### src/rtl/irq_pending_ctrl.sv
// irq_pending_ctrl
// -----------------------------------------------------------------------------
// Upstream stage of the 4-bit priority encoder. Raw interrupt lines are
// synchronised, their rising edges are latched into a pending vector, and the
// masked pending vector is handed to an external encoder. The encoder's answer
// (index + valid) comes back in and drives a request/acknowledge handshake
// toward the consumer. Repeated edges on a channel that is already pending are
// recorded in sticky overflow flags.
//
// Ports:
//   clk        in   1  single clock, rising edge
//   rst        in   1  asynchronous active-high reset
//   irq_in     in   4  raw interrupt lines (asynchronous to clk)
//   mask       in   4  per-channel enables, 1 = enabled
//   pend       out  4  pending & mask, feeds the encoder input
//   enc_out    in   2  encoder index of the highest set bit of pend
//   enc_valid  in   1  encoder flag, 1 = pend nonzero
//   irq_req    out  1  request to the consumer
//   irq_id     out  2  channel being requested
//   irq_ack    in   1  consumer acknowledge, only looked at while requesting
//   ovf        out  4  sticky per-channel overflow flags
//   ovf_clr    in   1  synchronous clear of all overflow flags
// -----------------------------------------------------------------------------
module irq_pending_ctrl #(
    parameter int SYNC_STAGES = 2
) (
    input  logic       clk,
    input  logic       rst,
    input  logic [3:0] irq_in,
    input  logic [3:0] mask,
    output logic [3:0] pend,
    input  logic [1:0] enc_out,
    input  logic       enc_valid,
    output logic       irq_req,
    output logic [1:0] irq_id,
    input  logic       irq_ack,
    output logic [3:0] ovf,
    input  logic       ovf_clr
);

    typedef enum logic [1:0] {
        IDLE = 2'b00,
        REQ  = 2'b01,
        HOLD = 2'b10
    } state_t;

    state_t     state;
    logic [3:0] sync_q [SYNC_STAGES];
    logic [3:0] sync_prev;
    logic [3:0] pending;
    logic [3:0] edge_det;
    logic [3:0] clr_vec;

    // Synchroniser chain plus one extra register holding the previous value of
    // the last stage, so a rising edge can be spotted. Because everything
    // resets to 0, a line that is already high when reset releases is seen as
    // a fresh edge.
    always_ff @(posedge clk or posedge rst) begin
        if (rst) begin
            for (int s = 0; s < SYNC_STAGES; s++) begin
                sync_q[s] <= '0;
            end
            sync_prev <= '0;
        end else begin
            sync_q[0] <= irq_in;
            for (int s = 1; s < SYNC_STAGES; s++) begin
                sync_q[s] <= sync_q[s-1];
            end
            sync_prev <= sync_q[SYNC_STAGES-1];
        end
    end

    // Edge detection and the clear request coming from an acknowledged
    // handshake. The clear targets the captured irq_id, not whatever the
    // encoder currently reports, so masking during REQ still clears the
    // channel that was actually requested.
    always_comb begin
        edge_det = sync_q[SYNC_STAGES-1] & ~sync_prev;
        clr_vec  = '0;
        if (state == REQ && irq_ack) begin
            clr_vec[irq_id] = 1'b1;
        end
    end

    // Pending and overflow bookkeeping. A new edge always wins over a clear in
    // the same cycle; it only counts as an overflow when the bit was pending
    // and is not being consumed right now. A fresh overflow also wins over
    // ovf_clr.
    always_ff @(posedge clk or posedge rst) begin
        if (rst) begin
            pending <= '0;
            ovf     <= '0;
        end else begin
            pending <= (pending & ~clr_vec) | edge_det;
            ovf     <= (ovf_clr ? 4'b0000 : ovf) | (edge_det & pending & ~clr_vec);
        end
    end

    // Masking only hides pending bits from the encoder; it never clears them.
    assign pend = pending & mask;

    // Handshake FSM. irq_id is captured on leaving IDLE and then frozen until
    // the ack, and the HOLD cycle gives the external encoder time to see the
    // cleared pending bit before the next decision is taken in IDLE.
    always_ff @(posedge clk or posedge rst) begin
        if (rst) begin
            state   <= IDLE;
            irq_req <= 1'b0;
            irq_id  <= 2'b00;
        end else begin
            case (state)
                IDLE: begin
                    if (enc_valid) begin
                        irq_id  <= enc_out;
                        irq_req <= 1'b1;
                        state   <= REQ;
                    end
                end
                REQ: begin
                    if (irq_ack) begin
                        irq_req <= 1'b0;
                        state   <= HOLD;
                    end
                end
                HOLD: begin
                    irq_req <= 1'b0;
                    state   <= IDLE;
                end
                default: begin
                    irq_req <= 1'b0;
                    state   <= IDLE;
                end
            endcase
        end
    end

endmodule
### config.mk
export PLATFORM = sky130hd
export DESIGN_NAME = irq_pending_ctrl
export DESIGN_NICKNAME = d
export VERILOG_FILES = /design/src/rtl/irq_pending_ctrl.sv
export SDC_FILE = /design/constraint.sdc
export NUM_CORES = 1
export LEC_CHECK = 0
export BUFFER_PORTS_ARGS = -buffer_cell sky130_fd_sc_hd__buf_2
export CORE_UTILIZATION = 50
export CTS_BUF_LIST = sky130_fd_sc_hd__clkbuf_4
export DETAILED_ROUTE_END_ITERATION = 6
export PLACE_DENSITY = 0.9
export RECOVER_POWER = 50
export SETUP_SLACK_MARGIN = 0.02
export SKIP_LAST_GASP = 1
export SLEW_MARGIN = 20
export SYNTH_ARGS = -nofsm -noshare
export SYNTH_HDL_FRONTEND = slang
export SYNTH_SLANG_ARGS = --single-unit
### constraint.sdc
create_clock -name clk -period 1.5 [get_ports clk]
set_clock_uncertainty 0.2 [all_clocks]
set_input_delay 0.45 -clock clk [delete_from_list [all_inputs] [get_ports clk]]
set_output_delay 0.45 -clock clk [all_outputs]
set_load 0.1 [all_outputs]
After elaboration in Yosys (flattened, before gate mapping)
Cells that the tools add are included.
{ "classes": {"magnitude_cmp": 2, "n_eq_ne": 3, "mux": 10, "n_bitwise": 9, "n_reduce_logical": 5} }
{ "op_table": {"columns": ["operator", "n"], "rows": [
  ["$and A4 B4 Y4", 5],
  ["$mux W4", 2],
  ["$not A4 Y4", 2],
  ["$or A4 B4 Y4", 2],
  ["$mux W2", 2],
  ["$ne A2 B2 Y1 const B", 2],
  ["$pmux W2 S2", 1],
  ["$reduce_and A2 Y1", 2],
  ["$lt A2 B3 Y1 const B", 1],
  ["$mux W1", 3],
  ["$demux W1 S2", 1],
  ["$eq A2 B1 Y1 const B", 1],
  ["$ge A2 B1 Y1 const B", 1],
  ["$logic_and A1 B1 Y1", 2],
  ["$logic_not A2 Y1", 1],
  ["$pmux W1 S2", 1]
]} }
{ "totals": {"ff_bits": 25, "inputBits": 15} }

Depth between registers and ports, before layout
{ "logic_depth": {"depth_word": 8, "mapped_depth": 3, "depth_no_buf": 3} }

Worst setup path after synthesis
Ideal clock, no wire load.
{ "synth_timing": {"path_kind": "input port to output port", "startpoint": "input port mask[0]", "endpoint": "output port pend[0]", "arrival_time_ns": 1.187, "path_slack_ns": -0.337, "cell_stages": 1, "cell_sequence": "and2_1"} }
{ "synth_via": {"elab_chain_cells": 1} }
{ "synth_rtl": {"columns": ["item", "line", "source"], "rows": [
  ["from (decl)", "30", "input logic [3:0] mask,"],
  ["$and A4 B4 Y4", "100", "assign pend = pending & mask;"],
  ["to (decl)", "31", "output logic [3:0] pend,"]
]} }
Every way passes these cells.

Worst setup path after layout
{ "layout_timing": {"startpoint": "register pending[0]", "endpoint": "output port pend[0]"} }
{ "layout_via": {"elab_chain_cells": 1} }
{ "layout_rtl": {"columns": ["item", "line", "source"], "rows": [
  ["from (decl)", "50", "logic [3:0] pending;"],
  ["from (signal assigned)", "94", "pending <= (pending & ~clr_vec) | edge_det;"],
  ["$and A4 B4 Y4", "100", null]
]} }
Every way passes these cells.

==> impl_summary.txt <==
----------------------------------------------------
[Logic synthesis]
  Netlist Area Pre-Place ... 811 um^2
  Number of cells produced by synthesis ... 60
  Async S/R FF share, synth ... 100%
  Most frequently used cell type in the post-synthesis netlist ... sky130_fd_sc_hd__dfrtp_1
  Share of the synthesized area in the top cell type ... around 74%
  Post-Syn Area per Cell ... 13.5 um^2
  Top cells by instance count after synthesis ... 24 x sky130_fd_sc_hd__dfrtp_1, 7 x sky130_fd_sc_hd__inv_1, 5 x sky130_fd_sc_hd__nand2_1
  Largest area contributor in the netlist ... sky130_fd_sc_hd__dfrtp_1
  Flip-flop and latch count after synthesis ... 24
  Post-Syn Nets ... 75
  Main flop type after synthesis ... sky130_fd_sc_hd__dfrtp_1
  Fraction of the yosys area taken by sequential cells ... 74.1%
  Cell variety after synth ... 15
  Ys Warns ... 0
  Cell types occupying the most area after synthesis ... sky130_fd_sc_hd__dfrtp_1 74%, sky130_fd_sc_hd__inv_1 3.2%, sky130_fd_sc_hd__and2_1 3.1%
  Post-synth EDFFs ... 0

[Status]
  Failing checks ... negative setup slack
  Result of the run ... finished, violations left

[Setup path]
  Startpoint-to-endpoint class of the critical path ... reg -> out
  Delay contributed by the slowest stage of the critical path ... about 0.4 ns
  Reg2Reg Setup Slack ... -0.11 ns
  Max FO, Critical Path ... 2
  Cell chain of the critical path ... and2_4 -> buf_12
  Nature of the critical path startpoint ... register
  Worst-case reg-to-reg path depth ... 3
  Library cell contributing the largest single delay on the critical path ... sky130_fd_sc_hd__dfrtp_1
  Number of buffer and inverter stages on the critical path ... 1
  Data required time at the worst endpoint ... 0.85 ns
  Endpoint type of the worst setup path ... output pin
  Launch instance of the worst register-to-register path ... state[0]
  Delay-heaviest family, CP ... flip-flops
  Signal arrival time at the worst endpoint ... 1.02 ns
  Endpoint of the lowest-slack register-to-register path ... irq_id[0]

[Final layout]
  Area taken by multi-input logic gates ... about 200 um^2
  Fraction of layout instances using a drive strength above 1 ... 46.8%
  Count of fill cells added during filler insertion ... 82
  Sequential cell area ... 612 um^2
  Number of antenna repair diodes ... 0
  Synthesis-to-finish area growth ... 49.5%
  Number of nets in the layout ... between 100 and 150
  Core Util, Final ... 80.5%
  Final instance count without filler cells ... 110

[Floorplan]
  Area of the placeable core ... 1510 um^2
  Count of boundary I/O pins ... 26
  Die area ... 1790 um^2
  Number of core rows ... 14
  Effective utilization at floorplan ... 53.8%
  Overall die width ... 42.3 um
  Die outline height ... 42.3 um

[Placed design]
  Detailed placer's ending HPWL ... 1100 um
  Worst-case setup slack after placement ... -0.0590 ns
  Placed Cells incl. Taps ... just over 100
  Final Wtd Congestion ... 0.716
  Number of I/O port buffers ... 25

[STA]
  Setup WS post-layout ... -0.168 ns
  Min cycle time layout ... 1.67 ns
  Worst Max-Slew Pin Slew ... between 0.5 and 0.6 ns
  Setup-failing EPs final ... 18
  Final Slew Violations ... 0
  Final period util ... 111%
  TNS Setup ... -1.65 ns
  Top achievable clock speed ... 599 MHz
  RSZ-0062 raised after global routing ... true
  Rel. slew slack ... 62.8%
  Hold violation total from the final report ... 0

[Detailed routing]
  Count of nets left with antenna violations after detail routing ... 0
  Post-route DRC ... 0
  Ratio of routed vias to standard cells ... approximately 5
  Routed wire length per instance ... around 14 um
  Initial detailed-routing violation count ... 0
  Total via count after detailed routing ... between 500 and 600
  Total wirelength of the detailed-routed design ... 1530 um
  Length of the first detailed-routing pass in iterations ... 1

[Clock tree]
  Maximum buffer depth of the clock tree ... 2
  Clock tree from TritonCTS ... built
  Clock tree root driver cell ... sky130_fd_sc_hd__clkbuf_4
  CTS buffer count ... 3
  Clock Pin Slew Worst Setup and Hold Paths ... between 0.1 and 0.15 ns
  Number of sinks driven by the clock tree ... 24
  Number of levels in the clock H-tree ... 1
  Clock network latency to the later pin of the worst-skew pair ... ~0.31 ns

[Pwr]
  Max rail drop VDD ... about 1.1 mV
  Clock network power share ... 14.4%
  Net switching power ... around 0.00076 W
  Sequential share of power ... around two fifths
  Total chip power ... 0.00190 W
  Static Leakage ... 0.562 nW
  Internal cell power ... roughly 0.0011 W
  Combinational Power Share ... between 40 and 50%
  Power density over cell area ... 1570 nW/um^2
  Share of total power consumed by net switching ... 40.0%

[Worst hold path]
  Worst min-delay path endpoint ... sync_q[5]
  Hold crit path type ... in -> reg
  Min-Delay Startpoint ... irq_in[1]
  Instance count along the most critical hold path ... 1

[Global routing]
  Antenna violations before repair ... 0
  Largest net degree at the start of global routing ... 25
  Leftover overflow at the end of global routing ... 0
  Vias in the first global route ... 587
  Global-route wire length before repair ... 2570 um
  All-Layer GR Usage ... 20.5%

[Flow run]
  Maximum Capacitance Violations ... 0

----------------------------------------------------
-- how the worst max path moves through the flow --
stage | depth (start not counted) | slack (ns) | to | from
3_5_place_dp | 3 | -0.06 | pend[0] | mask[0]
4_1_cts | 2 | -0.17 | pend[0] | pending[0]
5_1_grt | 2 | -0.21 | pend[2] | pending[2]
6_report | 2 | -0.17 | pend[0] | pending[0]
3_3_place_gp | 3 | -0.05 | pend[0] | mask[0]
2_1_floorplan | 1 | -0.05 | pend[0] | mask[0]
-- logic make-up (layout without fill, tap and decap cells) --
kind of cell	count (synthesis)	count (layout)	synth area share [%]
AO/OA/AOI/OAI	9	9	6.17
buffers and inverters	7	41	3.24
multiplexers	2	2	2.62
AND/OR/NAND/NOR	18	18	13.9
flip-flops	24	24	74.1
-- state kept, by name, summed over array words and instances (netlist names) --
name,count
pending,4
sync_q,8
sync_prev,4
irq_id,2
ovf,4
state,2
-- cell type report --
type	count	share of cell area (%)
flip-flops and latches	24	50.5
repair buffers	30	26.7
multi-input cells	29	16.8
inverters	7	2.17
clock buffers	3	1.86
well taps	16	1.65
clock inverters	1	0.310
-- power by group through the flow --
| stage | Clock, W | Combinational [W] | Sequential (W) |
|---|---|---|---|
| floorplan | 0 | 0.000238 | 0.00106 |
| global placement | 0 | 0.000772 | 0.000814 |
| detailed placement | 0 | 0.000786 | 0.000823 |
| CTS | 0.000281 | 0.000837 | 0.000793 |
| global route | 0.000306 | 0.000861 | 0.000806 |
| finish | 0.000273 | 0.000831 | 0.000796 |
-- through the flow --
| step | hold slack [ns] | area [um^2] |
|---|---|---|
| 2_1_floorplan | 0.131 | 841 |
| 3_3_place_gp | 0.132 | 1160 |
| 3_5_place_dp | 0.135 | 1160 |
| 4_1_cts | 0.0275 | 1220 |
| 5_1_grt | 0.0159 | 1210 |
| 6_report | 0.0331 | 1210 |
-- cell usage in the layout (no fill, tap or decap), drive strengths merged, types with 2 or more instances in the layout --
| cell type | n |
|---|---|
| dfrtp | 24 |
| nand2 | 5 |
| o22ai | 4 |
| buf | 27 |
| clkbuf | 5 |
| nor3b | 2 |
| nand2b | 4 |
| and2 | 4 |
| o21ai | 5 |
| inv | 7 |
-- worst reg2reg max path, stage by stage (launching register included) --
cell and delay (ns):
sky130_fd_sc_hd__dfrtp_4 0.52, sky130_fd_sc_hd__clkbuf_1 0.20, sky130_fd_sc_hd__nor3b_4 0.27, sky130_fd_sc_hd__mux2_4 0.32
-- layer usage --
metal	share of wire [%]	up-vias	wire length (um)	track usage [%]
li1	-	267	-	-
met4	3.6	0	55	13.8
met5	0	-	0	0
met2	53	25	813	33.5
met1	38	265	581	23.6
met3	5.4	7	82	5.17
-- what timing repair did --
item | in CTS | in global routing
hold endpoints to repair | 24 | 0
hold buffers | 1 | 0
setup buffers | 3 | 0
gates resized for setup | 1 | 1
setup endpoints to repair | 11 | 16
pin swaps | 1 | 1
(Power assumes the default switching activity.)
